## src/rtl/axi_pkg.sv

```systemverilog
// AXI4 channel payload types shared by the NPU AXI endpoints.
// Fixed 64-bit data path, 4-bit IDs, 64-bit addresses.
package axi_pkg;

  localparam int ID_W = 4;

  localparam logic [1:0] BURST_FIXED = 2'b00;
  localparam logic [1:0] BURST_INCR  = 2'b01;

  typedef struct packed {
    logic [ID_W-1:0] id;
    logic [63:0]     addr;
    logic [7:0]      len;
    logic [2:0]      size;
    logic [1:0]      burst;
  } aw_chan_t;

  typedef struct packed {
    logic [ID_W-1:0] id;
    logic [63:0]     addr;
    logic [7:0]      len;
    logic [2:0]      size;
    logic [1:0]      burst;
  } ar_chan_t;

  typedef struct packed {
    logic [63:0] data;
    logic [7:0]  strb;
    logic        last;
  } w_chan_t;

  typedef struct packed {
    logic [ID_W-1:0] id;
    logic [1:0]      resp;
  } b_chan_t;

  typedef struct packed {
    logic [ID_W-1:0] id;
    logic [63:0]     data;
    logic [1:0]      resp;
    logic            last;
  } r_chan_t;

endpackage

```

## src/rtl/sy_npu_pkg.sv

```systemverilog
// Shared state encoding, response codes and burst legality helper
// for the NPU AXI slave endpoint.
package sy_npu_pkg;

  typedef logic [2:0] state_t;

  localparam state_t ST_IDLE    = 3'd0;
  localparam state_t ST_WR_DATA = 3'd1;
  localparam state_t ST_WR_RESP = 3'd2;
  localparam state_t ST_RD_REQ  = 3'd3;
  localparam state_t ST_RD_DATA = 3'd4;

  localparam logic [1:0] RESP_OKAY   = 2'b00;
  localparam logic [1:0] RESP_SLVERR = 2'b10;
  localparam logic [2:0] BEAT_SIZE   = 3'b011;

  function automatic logic burst_bad(input logic [1:0] burst, input logic [2:0] size);
    return (burst != axi_pkg::BURST_INCR) || (size != BEAT_SIZE);
  endfunction

endpackage

```

## src/rtl/sy_npu_axi_slv_rr.sv

```systemverilog
// Two-requester round-robin arbiter (0 = write, 1 = read) with a registered
// priority bit; after reset the write requester is favoured.
module sy_npu_axi_slv_rr (
  input  logic       clk_i,
  input  logic       rst_i,
  input  logic       en_i,
  input  logic [1:0] req_i,
  output logic [1:0] gnt_o
);

  logic prio_q, prio_d;

  always_comb begin
    gnt_o  = 2'b00;
    prio_d = prio_q;
    if (en_i) begin
      if (req_i[0] && (!req_i[1] || !prio_q)) begin
        gnt_o = 2'b01;
      end else if (req_i[1]) begin
        gnt_o = 2'b10;
      end
    end
    // Whoever just won yields priority to the other requester.
    if (gnt_o[0]) begin
      prio_d = 1'b1;
    end else if (gnt_o[1]) begin
      prio_d = 1'b0;
    end
  end

  always_ff @(posedge clk_i or negedge rst_i) begin
    if (!rst_i) begin
      prio_q <= 1'b0;
    end else begin
      prio_q <= prio_d;
    end
  end

endmodule

```

## src/rtl/sy_npu_axi_slv.sv

```systemverilog
// AXI4 slave packing 64-bit INCR bursts into a 128-bit single-port SRAM.
// Optional burst/length checking is enabled by defining SY_NPU_AXI_SLV_CHK_EN.
module sy_npu_axi_slv
  import sy_npu_pkg::*;
#(
  parameter int MEM_AW     = 10,
  parameter int ADDR_WIDTH = 64
) (
  input  logic               clk_i,
  input  logic               rst_i,
  input  logic               axi_aw_valid_i,
  output logic               axi_aw_ready_o,
  input  axi_pkg::aw_chan_t  axi_aw_bits_i,
  input  logic               axi_w_valid_i,
  output logic               axi_w_ready_o,
  input  axi_pkg::w_chan_t   axi_w_bits_i,
  output logic               axi_b_valid_o,
  input  logic               axi_b_ready_i,
  output axi_pkg::b_chan_t   axi_b_bits_o,
  input  logic               axi_ar_valid_i,
  output logic               axi_ar_ready_o,
  input  axi_pkg::ar_chan_t  axi_ar_bits_i,
  output logic               axi_r_valid_o,
  input  logic               axi_r_ready_i,
  output axi_pkg::r_chan_t   axi_r_bits_o,
  output logic               mem_en_o,
  output logic               mem_we_o,
  output logic [MEM_AW-1:0]  mem_addr_o,
  output logic [127:0]       mem_wdata_o,
  output logic [15:0]        mem_be_o,
  input  logic [127:0]       mem_rdata_i
);

  localparam logic [MEM_AW-1:0] PTR_ONE = MEM_AW'(1);

  state_t              state_q, state_d;
  logic [3:0]          id_q, id_d;
  logic [7:0]          cnt_q, cnt_d;
  logic [MEM_AW-1:0]   ptr_q, ptr_d;
  logic                half_q, half_d;
  logic                err_q, err_d;
  logic [63:0]         low_data_q, low_data_d;
  logic [7:0]          low_strb_q, low_strb_d;
  logic                low_pend_q, low_pend_d;
  logic [127:0]        rbuf_q, rbuf_d;
  logic                rbuf_vld_q, rbuf_vld_d;

  logic [1:0]            gnt;
  logic [ADDR_WIDTH-1:0] aw_addr, ar_addr;
  logic                  aw_bad, ar_bad, last_bad, wr_blocked;
  logic                  unused_bits;

  assign aw_addr     = axi_aw_bits_i.addr[ADDR_WIDTH-1:0];
  assign ar_addr     = axi_ar_bits_i.addr[ADDR_WIDTH-1:0];
  assign unused_bits = ^{aw_addr, ar_addr, axi_aw_bits_i, axi_ar_bits_i};

`ifdef SY_NPU_AXI_SLV_CHK_EN
  assign aw_bad   = burst_bad(axi_aw_bits_i.burst, axi_aw_bits_i.size);
  assign ar_bad   = burst_bad(axi_ar_bits_i.burst, axi_ar_bits_i.size);
  assign last_bad = axi_w_bits_i.last != (cnt_q == 8'd0);
`else
  assign aw_bad   = 1'b0;
  assign ar_bad   = 1'b0;
  assign last_bad = 1'b0;
`endif

  assign wr_blocked = err_q | last_bad;

  sy_npu_axi_slv_rr u_rr (
    .clk_i (clk_i),
    .rst_i (rst_i),
    .en_i  (state_q == ST_IDLE),
    .req_i ({axi_ar_valid_i, axi_aw_valid_i}),
    .gnt_o (gnt)
  );

  assign axi_aw_ready_o = gnt[0];
  assign axi_ar_ready_o = gnt[1];

  always_comb begin
    state_d       = state_q;
    id_d          = id_q;
    cnt_d         = cnt_q;
    ptr_d         = ptr_q;
    half_d        = half_q;
    err_d         = err_q;
    low_data_d    = low_data_q;
    low_strb_d    = low_strb_q;
    low_pend_d    = low_pend_q;
    rbuf_d        = rbuf_q;
    rbuf_vld_d    = rbuf_vld_q;
    axi_w_ready_o = 1'b0;
    axi_b_valid_o = 1'b0;
    axi_b_bits_o  = '0;
    axi_r_valid_o = 1'b0;
    axi_r_bits_o  = '0;
    mem_en_o      = 1'b0;
    mem_we_o      = 1'b0;
    mem_addr_o    = '0;
    mem_wdata_o   = '0;
    mem_be_o      = '0;

    case (state_q)
      ST_IDLE: begin
        if (gnt[0]) begin
          id_d       = axi_aw_bits_i.id;
          cnt_d      = axi_aw_bits_i.len;
          ptr_d      = aw_addr[MEM_AW+3:4];
          half_d     = aw_addr[3];
          err_d      = aw_bad;
          low_pend_d = 1'b0;
          state_d    = ST_WR_DATA;
        end else if (gnt[1]) begin
          id_d       = axi_ar_bits_i.id;
          cnt_d      = axi_ar_bits_i.len;
          ptr_d      = ar_addr[MEM_AW+3:4];
          half_d     = ar_addr[3];
          err_d      = ar_bad;
          rbuf_vld_d = 1'b0;
          state_d    = ST_RD_REQ;
        end
      end

      ST_WR_DATA: begin
        axi_w_ready_o = 1'b1;
        if (axi_w_valid_i) begin
          if (half_q || axi_w_bits_i.last) begin
            mem_en_o   = !wr_blocked;
            mem_we_o   = !wr_blocked;
            mem_addr_o = wr_blocked ? '0 : ptr_q;
            // A lone last beat on the low half lands in the low lane.
            if (wr_blocked) begin
              mem_wdata_o = '0;
              mem_be_o    = '0;
            end else if (half_q) begin
              mem_wdata_o = {axi_w_bits_i.data, low_data_q};
              mem_be_o    = {axi_w_bits_i.strb, low_pend_q ? low_strb_q : 8'h00};
            end else begin
              mem_wdata_o = {64'h0, axi_w_bits_i.data};
              mem_be_o    = {8'h00, axi_w_bits_i.strb};
            end
            if (half_q) begin
              ptr_d = ptr_q + PTR_ONE;
            end
            half_d     = 1'b0;
            low_pend_d = 1'b0;
          end else begin
            low_data_d = axi_w_bits_i.data;
            low_strb_d = axi_w_bits_i.strb;
            low_pend_d = 1'b1;
            half_d     = 1'b1;
          end
          if (cnt_q != 8'd0) begin
            cnt_d = cnt_q - 8'd1;
          end
          err_d = err_q | last_bad;
          if (axi_w_bits_i.last) begin
            state_d = ST_WR_RESP;
          end
        end
      end

      ST_WR_RESP: begin
        axi_b_valid_o      = 1'b1;
        axi_b_bits_o.id    = id_q;
        axi_b_bits_o.resp  = err_q ? RESP_SLVERR : RESP_OKAY;
        if (axi_b_ready_i) begin
          state_d = ST_IDLE;
        end
      end

      ST_RD_REQ: begin
        mem_en_o   = 1'b1;
        mem_addr_o = ptr_q;
        rbuf_vld_d = 1'b0;
        state_d    = ST_RD_DATA;
      end

      ST_RD_DATA: begin
        // First cycle here only captures the SRAM word; beats start next cycle.
        if (!rbuf_vld_q) begin
          rbuf_d     = mem_rdata_i;
          rbuf_vld_d = 1'b1;
        end else begin
          axi_r_valid_o      = 1'b1;
          axi_r_bits_o.id    = id_q;
          axi_r_bits_o.data  = err_q ? 64'h0 : (half_q ? rbuf_q[127:64] : rbuf_q[63:0]);
          axi_r_bits_o.resp  = err_q ? RESP_SLVERR : RESP_OKAY;
          axi_r_bits_o.last  = (cnt_q == 8'd0);
          if (axi_r_ready_i) begin
            half_d = ~half_q;
            if (cnt_q == 8'd0) begin
              state_d = ST_IDLE;
            end else begin
              cnt_d = cnt_q - 8'd1;
              if (half_q) begin
                ptr_d   = ptr_q + PTR_ONE;
                state_d = ST_RD_REQ;
              end
            end
          end
        end
      end

      default: state_d = ST_IDLE;
    endcase
  end

  always_ff @(posedge clk_i or negedge rst_i) begin
    if (!rst_i) begin
      state_q    <= ST_IDLE;
      id_q       <= '0;
      cnt_q      <= '0;
      ptr_q      <= '0;
      half_q     <= 1'b0;
      err_q      <= 1'b0;
      low_data_q <= '0;
      low_strb_q <= '0;
      low_pend_q <= 1'b0;
      rbuf_q     <= '0;
      rbuf_vld_q <= 1'b0;
    end else begin
      state_q    <= state_d;
      id_q       <= id_d;
      cnt_q      <= cnt_d;
      ptr_q      <= ptr_d;
      half_q     <= half_d;
      err_q      <= err_d;
      low_data_q <= low_data_d;
      low_strb_q <= low_strb_d;
      low_pend_q <= low_pend_d;
      rbuf_q     <= rbuf_d;
      rbuf_vld_q <= rbuf_vld_d;
    end
  end

endmodule
```

## config.mk

```make
export PLATFORM = sky130hd
export DESIGN_NAME = sy_npu_axi_slv
export DESIGN_NICKNAME = d
export VERILOG_FILES = /design/src/rtl/axi_pkg.sv /design/src/rtl/sy_npu_pkg.sv /design/src/rtl/sy_npu_axi_slv_rr.sv /design/src/rtl/sy_npu_axi_slv.sv
export SDC_FILE = /design/constraint.sdc
export NUM_CORES = 1
export LEC_CHECK = 0
export ABC_CLOCK_PERIOD_IN_PS = 2290
export CAP_MARGIN = 20
export CORE_AREA = 3 3 238 240
export DETAILED_ROUTE_END_ITERATION = 12
export DIE_AREA = 0 0 241 243
export HOLD_SLACK_MARGIN = 0.05
export PLACE_DENSITY = 0.54
export SYNTH_ARGS = -nofsm -noshare
export SYNTH_HDL_FRONTEND = slang
export SYNTH_HIERARCHICAL = 1
export SYNTH_SLANG_ARGS = --single-unit
```

## constraint.sdc

```tcl
create_clock -name clk_i -period 2.29 [get_ports clk_i]
set_input_delay 0.5725 -clock clk_i [delete_from_list [all_inputs] [get_ports clk_i]]
set_output_delay 0.5725 -clock clk_i [all_outputs]
set_load 0.02 [all_outputs]
```

======== Word-level counts from Yosys, hierarchy flattened ========
Index checks and enable logic that the tools add are counted.
Widths: inputs -> output; s select.
storage, ports and cells
  register bits ........................... 230
  word-level logic and storage cells ...... 131
  output and inout bits ................... 238
operators by class
  bitwise operators ....................... 3
  $add $sub $neg .......................... 2
  multiplexer cells ....................... 75
  equality and inequality tests ........... 17
  reduce and logical (&&, ||, !) cells .... 22
operators with widths
  kind                   number
  $mux 128               5
  $mux 71                2
  $mux 64                2
  $mux 10                11
  $mux 16                5
  $mux 8                 8
  $pmux 10 s3            1
  $mux 3                 9
  $pmux 8 s3             1
  $ne 2x2->1 const B     11
  $reduce_and 7->1       3
  $pmux 10 s2            1
  $mux 1                 18
  $pmux 3 s5             1
  $add 10x1->10 const B  1
  $reduce_and 3->1       3
  $logic_not 8->1        1
  $mux 2                 4
  $mux 4                 2
  $reduce_bool 8->1      1
  $sub 8x1->8 const B    1
  $eq 3x2->1 const B     2
  $mux 6                 1
  $ne 3x3->1 const B     2
  other kinds (13)       23

======== Logic depth before layout (Yosys ltp) ========
  depth in word-level cells ............... 8
  mapped depth ............................ 11

======== By module ========
The synthesis kept the hierarchy.
modules (own cells, without submodules)
  module             area an instance (µm²)  times used  cells each
  sy_npu_axi_slv     12185.4                 1           1088
  sy_npu_axi_slv_rr  68.8                    1           9

======== Worst setup path before layout ========
No wires, ideal clock.
  path type ............................... register to register
  start point ............................. reg state_q[1]
  end point ............................... reg ptr_q[0]
  stages on the path, launching flop included .. 10
  setup time .............................. 0.104 ns
  data required time ...................... 2.186 ns
  clock period less this slack ............ 2.688 ns
  data arrival time ....................... 2.584 ns
  setup slack ............................. -0.398 ns
  path through ............................ dfrtp_1 buf_2 nor3_1 nand2_1 a21oi_1 nor3_1 o21ai_4 nand3_4 or4_1 o311ai_1
between the ends
  word-level cells in the longest chain between the ends .. 4
  elaborated cells between the ends (all ways) .. 14
RTL lines
  what                        RTL line                 text
  from (decl)                 sy_npu_axi_slv.sv:36     state_t state_q, state_d;
  from (signal assigned)      sy_npu_axi_slv.sv:223    state_q <= state_d;
  $logic_not 3->1             sy_npu_axi_slv.sv:72     .en_i (state_q == ST_IDLE),
  $mux 2                      sy_npu_axi_slv_rr.sv:16  if (en_i) begin
  via axi_ar_ready_o          sy_npu_axi_slv.sv:21     output logic axi_ar_ready_o,
  $ne 3x3->1 (no line)        -
  $reduce_and 7->1 (no line)  -
  to (signal assigned)        sy_npu_axi_slv.sv:226    ptr_q <= ptr_d;
  to (decl)                   sy_npu_axi_slv.sv:39     logic [MEM_AW-1:0] ptr_q, ptr_d;
The timed path passes the listed nets, and every way through them passes these cells.
A chain may end at the register's enable or synchronous reset.

======== Final worst setup path ========
  start point ............................. reg state_q[2]
  end point ............................... out mem_wdata_o[109]
between the ends
  word-level cells in the longest chain between the ends .. 2
RTL lines
  what        RTL line               text
  $eq 3x1->1  sy_npu_axi_slv.sv:103  case (state_q)
  $mux 128    sy_npu_axi_slv.sv:103
  to (decl)   sy_npu_axi_slv.sv:29   output logic [127:0] mem_wdata_o,
No other way between the ends.

==> key figures <==
Outcome
  • Status: finished, violations left
  • Failing checks: negative setup slack

Synthesis
  • Count leader, synth: dfrtp_1
  • Post-synthesis sequential area ratio: 0.4676
  • Asr flop ratio synth: 1.000
  • Main combinational cell family by area after synthesis: multiplexers
  • Ys Warns: 6
  • Ranking of synthesized cells by area: dfrtp_1, mux2_2, mux2i_1, nor2_1, and3_1
  • Synth top cells by count: dfrtp_1, mux2_2, nor2_1
  • Multiplexer area fraction after synthesis: 0.3065
  • Top FF cell, synth: dfrtp_1
  • Post-synth top area share: 0.4676
  • Yosys cell types: 58
  • Post-synth EDFFs: 0
  • Post-synthesis cell count: 1097
  • Synth Area in Compound Gates: 0.05166
  • Adder-cell share of the synthesized area: 0.002042
  • Synthesized area per cell: 11.17 µm²
  • Mapped Area: 12250 µm²
  • Simple-Gate Fraction of Synth Area: 0.1323
  • FF+latch count, synth: 229
  • Area leader, netlist: dfrtp_1
  • XOR/XNOR share of the synthesized area: 0

STA
  • Worst Slack Setup Final: -0.4129 ns
  • WHS: 0.4918 ns
  • Period utilization: 1.180
  • Relative slew slack: 0.5989
  • Slew Limit Fails: 0
  • Worst-Margin Slew: 0.6016 ns
  • Final-report setup violation count: 241
  • Unrepaired setup endpoints after global routing: true
  • Fin crit period: 2.703 ns
  • Fmax: 370.0 MHz
  • Fin Setup TNS: -72.39 ns
  • Hold Violations, Final: 0
  • Clock Skew: 0.01579 ns

Die
  • Die footprint: 58560 µm²
  • Die X: 241 µm
  • Initial Util: 0.2233
  • Die Ht: 243 µm
  • IO Pins: 608
  • Core area: 54880 µm²
  • Num rows: 86

Min path
  • Hold path depth: 1
  • Hold Startpoint: low_data_q[63]
  • Min-delay worst type: reg -> reg
  • Min-Delay Endpoint: low_data_q[63]

Routing
  • Vias: 10.65k
  • Final WL: 45130 µm
  • Drt initial violations: 429
  • Vias per cell: 4.447
  • WL per Instance: 18.84 µm
  • Final ANT Viol Nets: 0
  • Post-route DRC: 0
  • TritonRoute pass-1 iters: 4

Global route
  • Remaining global-route overflow: 0
  • Vias in the first global route: 10.94k
  • Total track usage: 0.1408
  • Largest net degree at the start of global routing: 66
  • Initial antenna violation count: 8
  • First-pass GRT wire length: 64980 µm

Job
  • # Max-Cap Violations: 0

Clock network
  • Num CTS Buffers: 29
  • Worst-path clk slew: 0.06 ns
  • CTS H-tree depth: 1
  • CTS tree: yes
  • Clock Tree Buf Depth: 3
  • Clock root buffer: clkbuf_16
  • Sink Count: 229
  • Clock Latency Late Sink: 0.56 ns

Cells and area
  • ANT cells: 0
  • Final Core Density: 0.3840
  • Final #Nets: 2041
  • Count of filler cells inserted in the layout: 5333
  • Register Area: 5734 µm²
  • Area growth syn-to-layout: 71.97%
  • Multi-input logic area: 6899 µm²
  • Share of layout cells above drive strength 1: 0.4577
  • Non-Filler Instances: 2395

Power and ir drop
  • Pleak: 9.094 nW
  • Peak VDD IR: 0.7787 mV
  • PwrDens: 1168 nW/µm²

Place
  • Placer Congestion: 0.7715
  • Port bufs: 487
  • HPWL Detailed: 31460 µm
  • Placed cells: 2304

Setup path
  • CP endpoint kind: output port
  • Origin of the critical flop-to-flop path: state_q[2]
  • Capturing point of the worst reg2reg path: half_q
  • Crit path max fanout: 6
  • Worst Path Arrival: 2.13 ns
  • Startpoint types: register
  • Worst endpoint required time: 1.72 ns
  • CP Class: reg -> out
  • Worst Reg2Reg Path Length in Cells: 9
  • Register-to-register setup slack: -0.09 ns
## worst max-delay path, cell delays in order, from the launching register on
cell and delay (ns):
dfrtp_1 0.40, nor3b_4 0.24, and2_4 0.23, buf_12 0.16, buf_16 0.14, buf_6 0.09
and3_4 0.18, buf_6 0.11
## layer usage
layer / up-vias / track usage / part of all wire
met5: - / 0 / 0.0018
met3: 59 / 0.04897 / 0.087
met1: 5166 / 0.1661 / 0.39
li1: 5038 / - / -
met2: 376 / 0.2463 / 0.50
met4: 12 / 0.02882 / 0.018
## report_power, final
group / internal (mW) / total (mW) / switching (mW)
registers: 6.13 / 7.36 / 1.24
logic: 6.76 / 12.7 / 5.93
clock network: 2.71 / 4.57 / 1.86
total: 15.6 / 24.6 / 9.02
## how the worst max path moves through the flow
stage / startpoint / to / slack [ns] / depth (start not counted)
after floorplan: state_q[1] / ptr_q[0] / -0.09 / 10
after global placement: axi_w_valid_i / mem_wdata_o[52] / -0.73 / 6
after detailed placement: axi_w_valid_i / mem_addr_o[9] / -0.77 / 7
after CTS: state_q[1] / mem_wdata_o[88] / -0.58 / 5
after global routing: state_q[1] / axi_r_bits_o[17] / -0.52 / 8
final: state_q[2] / mem_wdata_o[109] / -0.41 / 7
## flip-flops by register name, summed over array words and instances, names as in the netlist
name	flops
low_data_q	64
low_strb_q	8
rbuf_q	128
cnt_q	8
rbuf_vld_q	1
id_q	4
ptr_q	10
u_rr/prio_q	1
half_q	1
low_pend_q	1
state_q	3
## through the flow
| stage | cell area, µm² | setup slack (ns) | power (mW) |
|---|---|---|---|
| 6_report | 21070 | -0.4129 | 24.62 |
| 3_5_place_dp | 18740 | -0.7724 | 18.50 |
| 5_1_grt | 21070 | -0.5188 | 26.21 |
| 3_3_place_gp | 18740 | -0.7292 | 18.22 |
| 2_1_floorplan | 12290 | -0.09127 | 14.16 |
| 4_1_cts | 19710 | -0.5775 | 23.30 |
## placed cells by master (no fill, tap or decap), types with 9 or more instances in the layout
master | synthesis | routed
clkdlybuf4s50_1 | 0 | 253
dfrtp_1 | 229 | 228
mux2_2 | 193 | 193
buf_4 | 8 | 154
buf_6 | 3 | 145
mux2i_1 | 142 | 130
nor2_1 | 157 | 85
nor2_4 | 2 | 51
and3_4 | 0 | 42
clkbuf_16 | 0 | 35
buf_12 | 0 | 34
and3_1 | 75 | 33
nor2_2 | 0 | 23
a21oi_1 | 27 | 23
nand2_1 | 17 | 17
o21ai_0 | 16 | 15
clkbuf_2 | 0 | 15
nor2b_1 | 13 | 13
mux2_1 | 13 | 13
and2_4 | 0 | 12
nor3_1 | 14 | 12
inv_1 | 11 | 10
a31oi_1 | 9 | 9
## repair_timing
action | CTS | global route
resized for setup | 635 | 821
pin swaps | 2 | 45
buffers inserted | 4 | 16
hold buffers | 1 | 0
endpoints found under the setup margin | 251 | 260
gates cloned | 7 | 10
endpoints found under the hold margin | 56 | 0
## kinds of logic (layout without fill, tap and decap cells)
logic type               Yosys count  count (layout)
flip-flops                       229             229
buffers and inverters            102             693
AND/OR/NAND/NOR                  323             323
multiplexers                     349             349
other                              1               4
adder cells (fa/ha/maj)            2               2
AO/OA/AOI/OAI                     91              91
## layout make-up
| cell class | count | share of cell area |
|---|---|---|
| clock buffer | 41 | 0.03895 |
| sequential | 229 | 0.2721 |
| multi-input combinational | 769 | 0.3274 |
| clock inverter | 12 | 0.005818 |
| timing repair buffer | 628 | 0.3112 |
| inverter | 12 | 0.002731 |
| tap | 704 | 0.04180 |
No activity file was read; power rests on OpenSTA's default activity.
